--- config.mk ---
export PLATFORM = sky130hd
export DESIGN_NAME = bus_term_fifo_bank
export DESIGN_NICKNAME = d
export VERILOG_FILES = /design/src/rtl/bus_term_pkg.sv /design/src/rtl/bus_term_fifo_bank_fifo.sv /design/src/rtl/bus_term_fifo_bank.sv
export SDC_FILE = /design/constraint.sdc
export NUM_CORES = 1
export LEC_CHECK = 0
export ABC_AREA = 0
export ABC_CLOCK_PERIOD_IN_PS = 4290
export BUFFER_PORTS_ARGS = -buffer_cell sky130_fd_sc_hd__buf_2
export CORE_MARGIN = 4
export CORE_UTILIZATION = 55
export CTS_CLUSTER_DIAMETER = 200
export CTS_CLUSTER_SIZE = 40
export DETAILED_ROUTE_END_ITERATION = 16
export PLACE_DENSITY = 0.74
export SLEW_MARGIN = 0
export SYNTH_ARGS = -nofsm -noshare
export SYNTH_HDL_FRONTEND = slang
export SYNTH_SLANG_ARGS = --single-unit
--- constraint.sdc ---
create_clock -name clk -period 4.29 [get_ports clk]
set_input_delay 0.429 -clock clk [delete_from_list [all_inputs] [get_ports clk]]
set_output_delay 0.429 -clock clk [all_outputs]
set_load 0.05 [all_outputs]
--- src/rtl/bus_term_pkg.sv ---
// Shared constants and helpers for the per-terminal FIFO bank.
package bus_term_pkg;

  localparam int unsigned OVF_DROP_NEW  = 0;
  localparam int unsigned OVF_OVERWRITE = 1;

  localparam int unsigned DROP_CNT_W = 8;
  localparam int unsigned PCKG_SZ    = 16;

  typedef logic [PCKG_SZ-1:0]    pckt_t;
  typedef logic [DROP_CNT_W-1:0] drop_cnt_t;

  // A terminal can lose one transmit and one receive packet in the same cycle.
  function automatic drop_cnt_t sat_add(input drop_cnt_t cnt, input logic [1:0] inc);
    logic [DROP_CNT_W:0] sum;
    sum = {1'b0, cnt} + {{(DROP_CNT_W-1){1'b0}}, inc};
    return sum[DROP_CNT_W] ? '1 : sum[DROP_CNT_W-1:0];
  endfunction

endpackage

--- src/rtl/bus_term_fifo_bank_fifo.sv ---
// Single-clock show-ahead FIFO; a read and a write in the same cycle on a
// full FIFO always succeed, and the overflow mode picks which packet is lost.
module bus_sync_fifo
  import bus_term_pkg::*;
#(
  parameter int unsigned DEPTH    = 8,
  parameter int unsigned WIDTH    = 16,
  parameter int unsigned OVF_MODE = OVF_DROP_NEW
) (
  input  logic                   clk,
  input  logic                   reset,
  input  logic                   wr_i,
  input  logic [WIDTH-1:0]       wdata_i,
  input  logic                   rd_i,
  output logic [WIDTH-1:0]       head_o,
  output logic                   full_o,
  output logic                   empty_o,
  output logic [$clog2(DEPTH):0] count_o,
  output logic                   drop_o,
  output logic                   underflow_o
);

  localparam int unsigned AW        = $clog2(DEPTH);
  localparam int unsigned CW        = AW + 1;
  localparam bit          OVERWRITE = (OVF_MODE == OVF_OVERWRITE);

  logic [WIDTH-1:0] mem_q [DEPTH];
  logic [AW-1:0]    wr_ptr_q, wr_ptr_d;
  logic [AW-1:0]    rd_ptr_q, rd_ptr_d;
  logic [CW-1:0]    count_q, count_d;
  logic             full_q, full_d;
  logic             empty_q, empty_d;
  logic             rd_ok, do_wr, do_rd;

  // In overwrite mode a write into a full FIFO retires the oldest entry.
  always_comb begin
    rd_ok    = rd_i && !empty_q;
    do_wr    = wr_i && (!full_q || rd_ok || OVERWRITE);
    do_rd    = rd_ok || (wr_i && full_q && OVERWRITE);
    wr_ptr_d = do_wr ? wr_ptr_q + AW'(1) : wr_ptr_q;
    rd_ptr_d = do_rd ? rd_ptr_q + AW'(1) : rd_ptr_q;
    count_d  = count_q;
    if (do_wr && !do_rd) begin
      count_d = count_q + CW'(1);
    end else if (!do_wr && do_rd) begin
      count_d = count_q - CW'(1);
    end
    full_d  = (count_d == CW'(DEPTH));
    empty_d = (count_d == '0);
  end

  always_ff @(posedge clk) begin
    if (reset) begin
      wr_ptr_q <= '0;
      rd_ptr_q <= '0;
      count_q  <= '0;
      full_q   <= 1'b0;
      empty_q  <= 1'b1;
    end else begin
      wr_ptr_q <= wr_ptr_d;
      rd_ptr_q <= rd_ptr_d;
      count_q  <= count_d;
      full_q   <= full_d;
      empty_q  <= empty_d;
    end
  end

  always_ff @(posedge clk) begin
    if (!reset && do_wr) begin
      mem_q[wr_ptr_q] <= wdata_i;
    end
  end

  // Stale storage is hidden so an empty FIFO always presents zero.
  assign head_o      = empty_q ? '0 : mem_q[rd_ptr_q];
  assign full_o      = full_q;
  assign empty_o     = empty_q;
  assign count_o     = count_q;
  assign drop_o      = wr_i && full_q && !rd_ok;
  assign underflow_o = rd_i && empty_q;

endmodule

--- src/rtl/bus_term_fifo_bank.sv ---
// Bank of transmit/receive FIFO pairs, one pair per terminal per bus, with
// saturating lost-packet counters and sticky protocol-error flags.
module bus_term_fifo_bank
  import bus_term_pkg::*;
#(
  parameter int unsigned bits     = 1,
  parameter int unsigned drvrs    = 4,
  parameter int unsigned pckg_sz  = 16,
  parameter int unsigned depth    = 8,
  parameter int unsigned ovf_mode = OVF_DROP_NEW
) (
  input  logic                                                 clk,
  input  logic                                                 reset,
  input  logic [bits-1:0][drvrs-1:0]                           tx_wr,
  input  logic [bits-1:0][drvrs-1:0][pckg_sz-1:0]              tx_data,
  output logic [bits-1:0][drvrs-1:0]                           tx_full,
  output logic [bits-1:0][drvrs-1:0]                           pndng,
  output logic [bits-1:0][drvrs-1:0][pckg_sz-1:0]              D_pop,
  input  logic [bits-1:0][drvrs-1:0]                           pop,
  input  logic [bits-1:0][drvrs-1:0]                           push,
  input  logic [bits-1:0][drvrs-1:0][pckg_sz-1:0]              D_push,
  input  logic [bits-1:0][drvrs-1:0]                           rx_rd,
  output logic [bits-1:0][drvrs-1:0][pckg_sz-1:0]              rx_data,
  output logic [bits-1:0][drvrs-1:0]                           rx_empty,
  output logic [bits-1:0][drvrs-1:0][$clog2(depth):0]          rx_count,
  output logic [bits-1:0][drvrs-1:0][DROP_CNT_W-1:0]           drop_cnt,
  output logic [bits-1:0][drvrs-1:0]                           err
);

  for (genvar b = 0; b < bits; b++) begin : g_bus
    for (genvar d = 0; d < drvrs; d++) begin : g_term
      logic                    tx_empty;
      logic                    tx_drop, rx_drop;
      logic                    tx_unf, rx_unf;
      logic [$clog2(depth):0]  tx_count_unused;
      logic                    rx_full_unused;
      logic [DROP_CNT_W-1:0]   drop_cnt_q, drop_cnt_d;
      logic                    err_q, err_d;

      // The transmit side never overwrites: the agent is throttled by tx_full.
      bus_sync_fifo #(
        .DEPTH    (depth),
        .WIDTH    (pckg_sz),
        .OVF_MODE (OVF_DROP_NEW)
      ) u_tx (
        .clk         (clk),
        .reset       (reset),
        .wr_i        (tx_wr[b][d]),
        .wdata_i     (tx_data[b][d]),
        .rd_i        (pop[b][d]),
        .head_o      (D_pop[b][d]),
        .full_o      (tx_full[b][d]),
        .empty_o     (tx_empty),
        .count_o     (tx_count_unused),
        .drop_o      (tx_drop),
        .underflow_o (tx_unf)
      );

      bus_sync_fifo #(
        .DEPTH    (depth),
        .WIDTH    (pckg_sz),
        .OVF_MODE (ovf_mode)
      ) u_rx (
        .clk         (clk),
        .reset       (reset),
        .wr_i        (push[b][d]),
        .wdata_i     (D_push[b][d]),
        .rd_i        (rx_rd[b][d]),
        .head_o      (rx_data[b][d]),
        .full_o      (rx_full_unused),
        .empty_o     (rx_empty[b][d]),
        .count_o     (rx_count[b][d]),
        .drop_o      (rx_drop),
        .underflow_o (rx_unf)
      );

      always_comb begin
        drop_cnt_d = sat_add(drop_cnt_q, {1'b0, tx_drop} + {1'b0, rx_drop});
        err_d      = err_q | tx_unf | rx_unf;
      end

      always_ff @(posedge clk) begin
        if (reset) begin
          drop_cnt_q <= '0;
          err_q      <= 1'b0;
        end else begin
          drop_cnt_q <= drop_cnt_d;
          err_q      <= err_d;
        end
      end

      assign pndng[b][d]    = !tx_empty;
      assign drop_cnt[b][d] = drop_cnt_q;
      assign err[b][d]      = err_q;
    end
  end

endmodule

; Word level (Yosys, flattened, before mapping)
; Memory sizes are Yosys's and may differ from the RTL's. A register that Yosys moved wholly into a read port is not among the register bits.
; Cells that the tools add are included.
[classes]
n_addsub = 40
n_eq_ne = 8
mux = 60
bitwise_logic = 8
reduce_logical = 113
[ops]
columns = op, count
row1 = $mux W16, 8
row2 = $logic_and A1 B1 Y1, 64
row3 = $mux W4, 16
row4 = $add A3 B1 Y3 const B, 16
row5 = $mux W3, 16
row6 = $add A8 B2 Y9, 4
row7 = $logic_not A1 Y1, 33
row8 = $add A4 B1 Y4 const B, 8
row9 = $eq A4 B4 Y1 const B, 8
row10 = $logic_not A4 Y1, 8
row11 = $mux W8, 4
row12 = $sub A4 B1 Y4 const B, 8
row13 = $mux W1, 16
row14 = $add A1 B1 Y2, 4
row15 = $logic_or A1 B1 Y1, 8
row16 = $or A1 B1 Y1, 8
[totals]
regBits = 132
mem_bits_rw = 1024
in_bits = 146
out_inout_bits = 192
word_cells = 285
n_memories = 8
[mem_list]
columns = name, depth, width, rd, rd_ports_with_merged_regs, wr, line_no
row1 = g_bus[0].g_term[0].u_rx.mem_q, 8, 16, 1, 1, 1, bus_term_fifo_bank_fifo.sv:27  ; logic [WIDTH-1:0] mem_q [DEPTH];
row2 = g_bus[0].g_term[0].u_tx.mem_q, 8, 16, 1, 1, 1, bus_term_fifo_bank_fifo.sv:27
row3 = g_bus[0].g_term[1].u_rx.mem_q, 8, 16, 1, 1, 1, bus_term_fifo_bank_fifo.sv:27
row4 = g_bus[0].g_term[1].u_tx.mem_q, 8, 16, 1, 1, 1, bus_term_fifo_bank_fifo.sv:27
row5 = g_bus[0].g_term[2].u_rx.mem_q, 8, 16, 1, 1, 1, bus_term_fifo_bank_fifo.sv:27
row6 = g_bus[0].g_term[2].u_tx.mem_q, 8, 16, 1, 1, 1, bus_term_fifo_bank_fifo.sv:27
row7 = +2 memories, -, -, -, -, -, -

; Longest topological paths before layout
[depth]
word_depth = 9
depth_mapped = 10
ltp_nobuf = 8

; By module
; From an unflattened synthesis, not the netlist that was laid out.
[unflattened]
cells_unflattened = 2543
area_unflattened_um2 = 46736.1
[by_module_without_submodules]
columns = mod, n_inst, cells_per_inst, area_per_inst_um2, seq_area_each_um2
row1 = bus_sync_fifo (g_bus[0].g_term[0].u_rx ...), 4, 293, 5610.4, 4144.0
row2 = bus_sync_fifo (g_bus[0].g_term[2].u_tx ...), 3, 298, 5675.4, 4144.0
row3 = bus_sync_fifo (g_bus[0].g_term[0].u_tx), 1, 294, 5627.9, 4144.0
row4 = bus_term_fifo_bank, 1, 183, 1640.3, 720.7

; Least setup slack after synthesis
; Ideal clock, no wire load.
[synth_path]
kind = register to register
startpoint = register g_bus[0].g_term[1].u_rx.empty_q
endpoint = memory g_bus[0].g_term[1].u_rx.mem_q[0][0], enable pin
arrival_time_ns = 2.854
path_slack_ns = 1.006
path_stages_with_launch = 7
cell_sequence = dfxtp_1 > buf_6 > nand2b_4 > buf_6 > a21boi_0 > nand2b_1 > nor4_1
[synth_via]
elab_chain_len = 7
[synth_lines]
columns = item, line_no
row1 = from (decl), bus_term_fifo_bank_fifo.sv:32  ; logic empty_q, empty_d;
row2 = from (signal assigned), bus_term_fifo_bank_fifo.sv:64  ; empty_q <= empty_d;
row3 = $logic_not A1 Y1, bus_term_fifo_bank_fifo.sv:37  ; rd_ok = rd_i && !empty_q;
row4 = $logic_and A1 B1 Y1, bus_term_fifo_bank_fifo.sv:37
row5 = $logic_or A1 B1 Y1, bus_term_fifo_bank_fifo.sv:38  ; do_wr = wr_i && (!full_q || rd_ok || OVERWRITE);
row6 = $logic_and A1 B1 Y1, bus_term_fifo_bank_fifo.sv:38
row7 = $logic_and A1 B1 Y1, bus_term_fifo_bank_fifo.sv:69  ; if (!reset && do_wr) begin
row8 = $mux W1, bus_term_fifo_bank_fifo.sv:69
row9 = $mux W1 (not written as such), bus_term_fifo_bank_fifo.sv:70  ; mem_q[wr_ptr_q] <= wdata_i;
row10 = to (decl), bus_term_fifo_bank_fifo.sv:27
; No other way between the ends.

==> results.md <==
* Status: finished, final reports clean
* WL final at ~95000 um
* Comb power frac at 0.145
* Area after DPL at a little under 50000 um^2
* Cell-internal power at 15.5 mW
* Length of the first detailed-routing pass in iterations at 5
* Initial antenna violation count at 15
* P_leak at 16.4 nW
* Final HPWL DP at 61300 um
* Ys async rst share at 0
* Post-Syn Area per Cell at 18.5 um^2
* Final #Nets at 3009
* Highest routed layer: met5
* Buf/Inv on CP at 2
* Met2 WL at 48500 um
* CTS resizes at 0
* Switching power at 5.48 mW
* Fin cells at 3927
* Clock Power Share at 0.229
* Cell Rows at around 110
* Clock sinks at 1180
* Gr ovfl total at 0
* Slowest cell on crit path: dfxtp_2
* Layout fillers at 5825
* Unrepaired setup endpoints after global routing: no
* Commonest non-fill, non-tap cell in the layout: edfxtp_1
* H-tree depth at 2
* # hold bufs at CTS at 0
* Setup Total Neg Slack at 0 ns
* Initial Utilization at 0.558
* Finish-stage setup viols at 0
* Die height at 298 um
* CTS Root Buffer Type: clkbuf_16
* Post-CTS setup buffers at 0
* Data required time at the worst endpoint at 3.86 ns
* Max cap viols at 0
* Netlist cell types at 57
* DR iter-0 viols at 2128
* Final instance area at 50400 um^2
* Sequential Power Share at 0.626
* Placer Congestion at 0.794
* Synth Warn # at 0
* Largest net degree at the start of global routing at 89
* First-pass GRT wire length at 144000 um
* Vias at 23400
* Layout cell share with drive strength beyond 1 at 0.271
* Achievable Freq at 0.297 GHz
* CTS clk-pin slew, worst paths at about 0.15 ns
* CTS Buf Count at 35
* Slew HR at 0.226
* Number of global-route vias before repair at about 24000
* GRT Total Usage at 0.211
* M1 WL at between 30000 and 40000 um
* Core area at 82600 um^2
* Arr. time, crit path at 2.93 ns
* Layout Skew at about 0.025 ns
* DRT antenna net count at 0
* CP max FO at 23
* Period utilization at 0.784
* Die X at 298 um
* Hold Vio Cnt, Final at 0
* Pwr/cell area at 417 nW/um^2
* DIE AREA at 88600 um^2
* Sequential share of the synthesized area at 0.734
* Clk_lat worst skew at 0.62 ns
* TritonCTS clock tree: done
* HP Class: primary input to flop
* Critical Path Source Type: flop
* I/O Buffers at 337
* CTS max path bufs at 3
* Least-Margin Pin Slew at 1.16 ns
* Largest cells by area after synthesis: edfxtp_1 67%, mux4_2 13%, dfxtp_1 6.8%
* Post-synth top flop: edfxtp_1
* Tot Pwr at 21.0 mW
* # DRC at 0
* Switch share at 0.261
* Final Max Tran Viols at 0
* Share of the synthesized area in the top cell type at 0.667
* Critical path cell sequence: buf_4 > mux4_2 > mux2i_1 > nor2_1 > buf_2
* Seq cells post-synth at approximately 1200
* Crit. End Element: output port
* Slowest stage delay, CP at 0.89 ns
* Inst Count DP at between 3000 and 4000
* Mapped Nets at 2680
* WHS at 0.0617 ns
* Largest area contributor in the netlist: edfxtp_1
* Syn Inst Count at 2494
* Worst vdd ir at 0.409 mV
* Via density at 5.95
* Delay-heaviest family, CP: flip-flops
* Synthesized area at 46100 um^2
* Layout area overhead at 9.21%
* Crit path kind: flop to output port
* Post-synth EDFFs at 1024
* Most frequent cells in the layout: 1024 x edfxtp_1, 336 x buf_2, 274 x nor2_1
* Post-DR wirelength/cell at 24.1 um
* # IOs at 338
* Min Tclk post-route at 3.36 ns
* Met3 wire length at 6150 um
[power groups by stage]
stage	Combinational [mW]	Sequential, mW	Clock [mW]
after floorplan	2.42	13.2	0
after global placement	3.00	13.4	0
after detailed placement	3.07	13.4	0
after CTS	3.08	13.2	4.91
after global routing	3.25	13.2	5.33
final	3.05	13.1	4.80
[registers in the layout (all words and copies together), names as in the netlist, named ones only]
signal,cells
g_bus.g_term.u_tx.count_o,16
g_bus.g_term.u_rx.wr_ptr_q,12
g_bus.g_term.u_tx.mem_q,512
g_bus.g_term.u_tx.rd_ptr_q,12
g_bus.g_term.drop_cnt_q,32
g_bus.g_term.u_tx.full_o,4
g_bus.g_term.u_rx.count_o,16
g_bus.g_term.u_rx.rd_ptr_q,12
g_bus.g_term.err_q,4
g_bus.g_term.u_tx.wr_ptr_q,12
g_bus.g_term.u_rx.empty_o,4
g_bus.g_term.u_tx.empty_o,4
g_bus.g_term.u_rx.full_o,4
g_bus.g_term.u_rx.mem_q,512
[routing by layer]
metal	track usage	up-vias
met5	0	-
met2	0.364	676
met4	0.0391	14
met3	0.0400	99
met1	0.286	12200
li1	-	10400
[cell families after synthesis]
logic type | share of synthesized area
buffers and inverters | 0.0162
adder cells (fa/ha/maj) | 0.0115
multiplexers | 0.155
AND/OR/NAND/NOR | 0.0527
flip-flops | 0.734
XOR/XNOR | 0.0122
AO/OA/AOI/OAI | 0.0182
[through the flow]
step,worst slack [ns],utilization
2_1_floorplan,1.01,-
3_3_place_gp,1.44,0.597
3_5_place_dp,1.34,0.597
4_1_cts,0.805,0.609
5_1_grt,0.644,0.609
6_report,0.926,0.609
[area by class of cell]
class | instances | area, um^2 | area share
clock inverter | 1 | 30.0 | 0.000596
multi-input combinational | 1144 | 11600 | 0.230
inverter | 44 | 165 | 0.00328
clock buffer | 62 | 1020 | 0.0202
sequential | 1180 | 33900 | 0.673
tap | 1070 | 1340 | 0.0266
timing repair buffer | 418 | 2300 | 0.0457
antenna | 8 | 20.0 | 0.000397
[synthesized netlist by cell type (all sizes together) (5+ instances only)]
cell type  count
a311oi         9
nor3b          5
dfxtp        156
or3            7
and3          29
inv           43
mux2i        136
or2            9
a211oi        11
edfxtp      1024
and4           5
and2           7
buf           59
xor2          26
a31oi          7
nor3          27
nor4           5
nor2b         18
xnor2         38
mux4         256
nor2         278
o21ai         21
nand2         58
a21oi         50
nand2b        28
clkbuf        67
ha            36
nand3         30
o41ai          5
[final timing paths]
check	start	endpoint	slack, ns	depth (start not counted)
min	tx_data[18]	g_bus[0].g_term[1].u_tx.mem_q[6][2]$_DFFE_PP_	0.06	1
min reg2reg	g_bus[0].g_term[2].u_rx.rd_ptr_q[1]$_SDFFE_PP0P_	flop	0.48	2
max	flop	rx_data[2]	0.93	5
max reg2reg	g_bus[0].g_term[3].u_rx.empty_o$_SDFF_PP1_	g_bus[0].g_term[3].drop_cnt_q[4]$_SDFF_PP0_	1.30	8
Power figures use the tool's default switching activity.
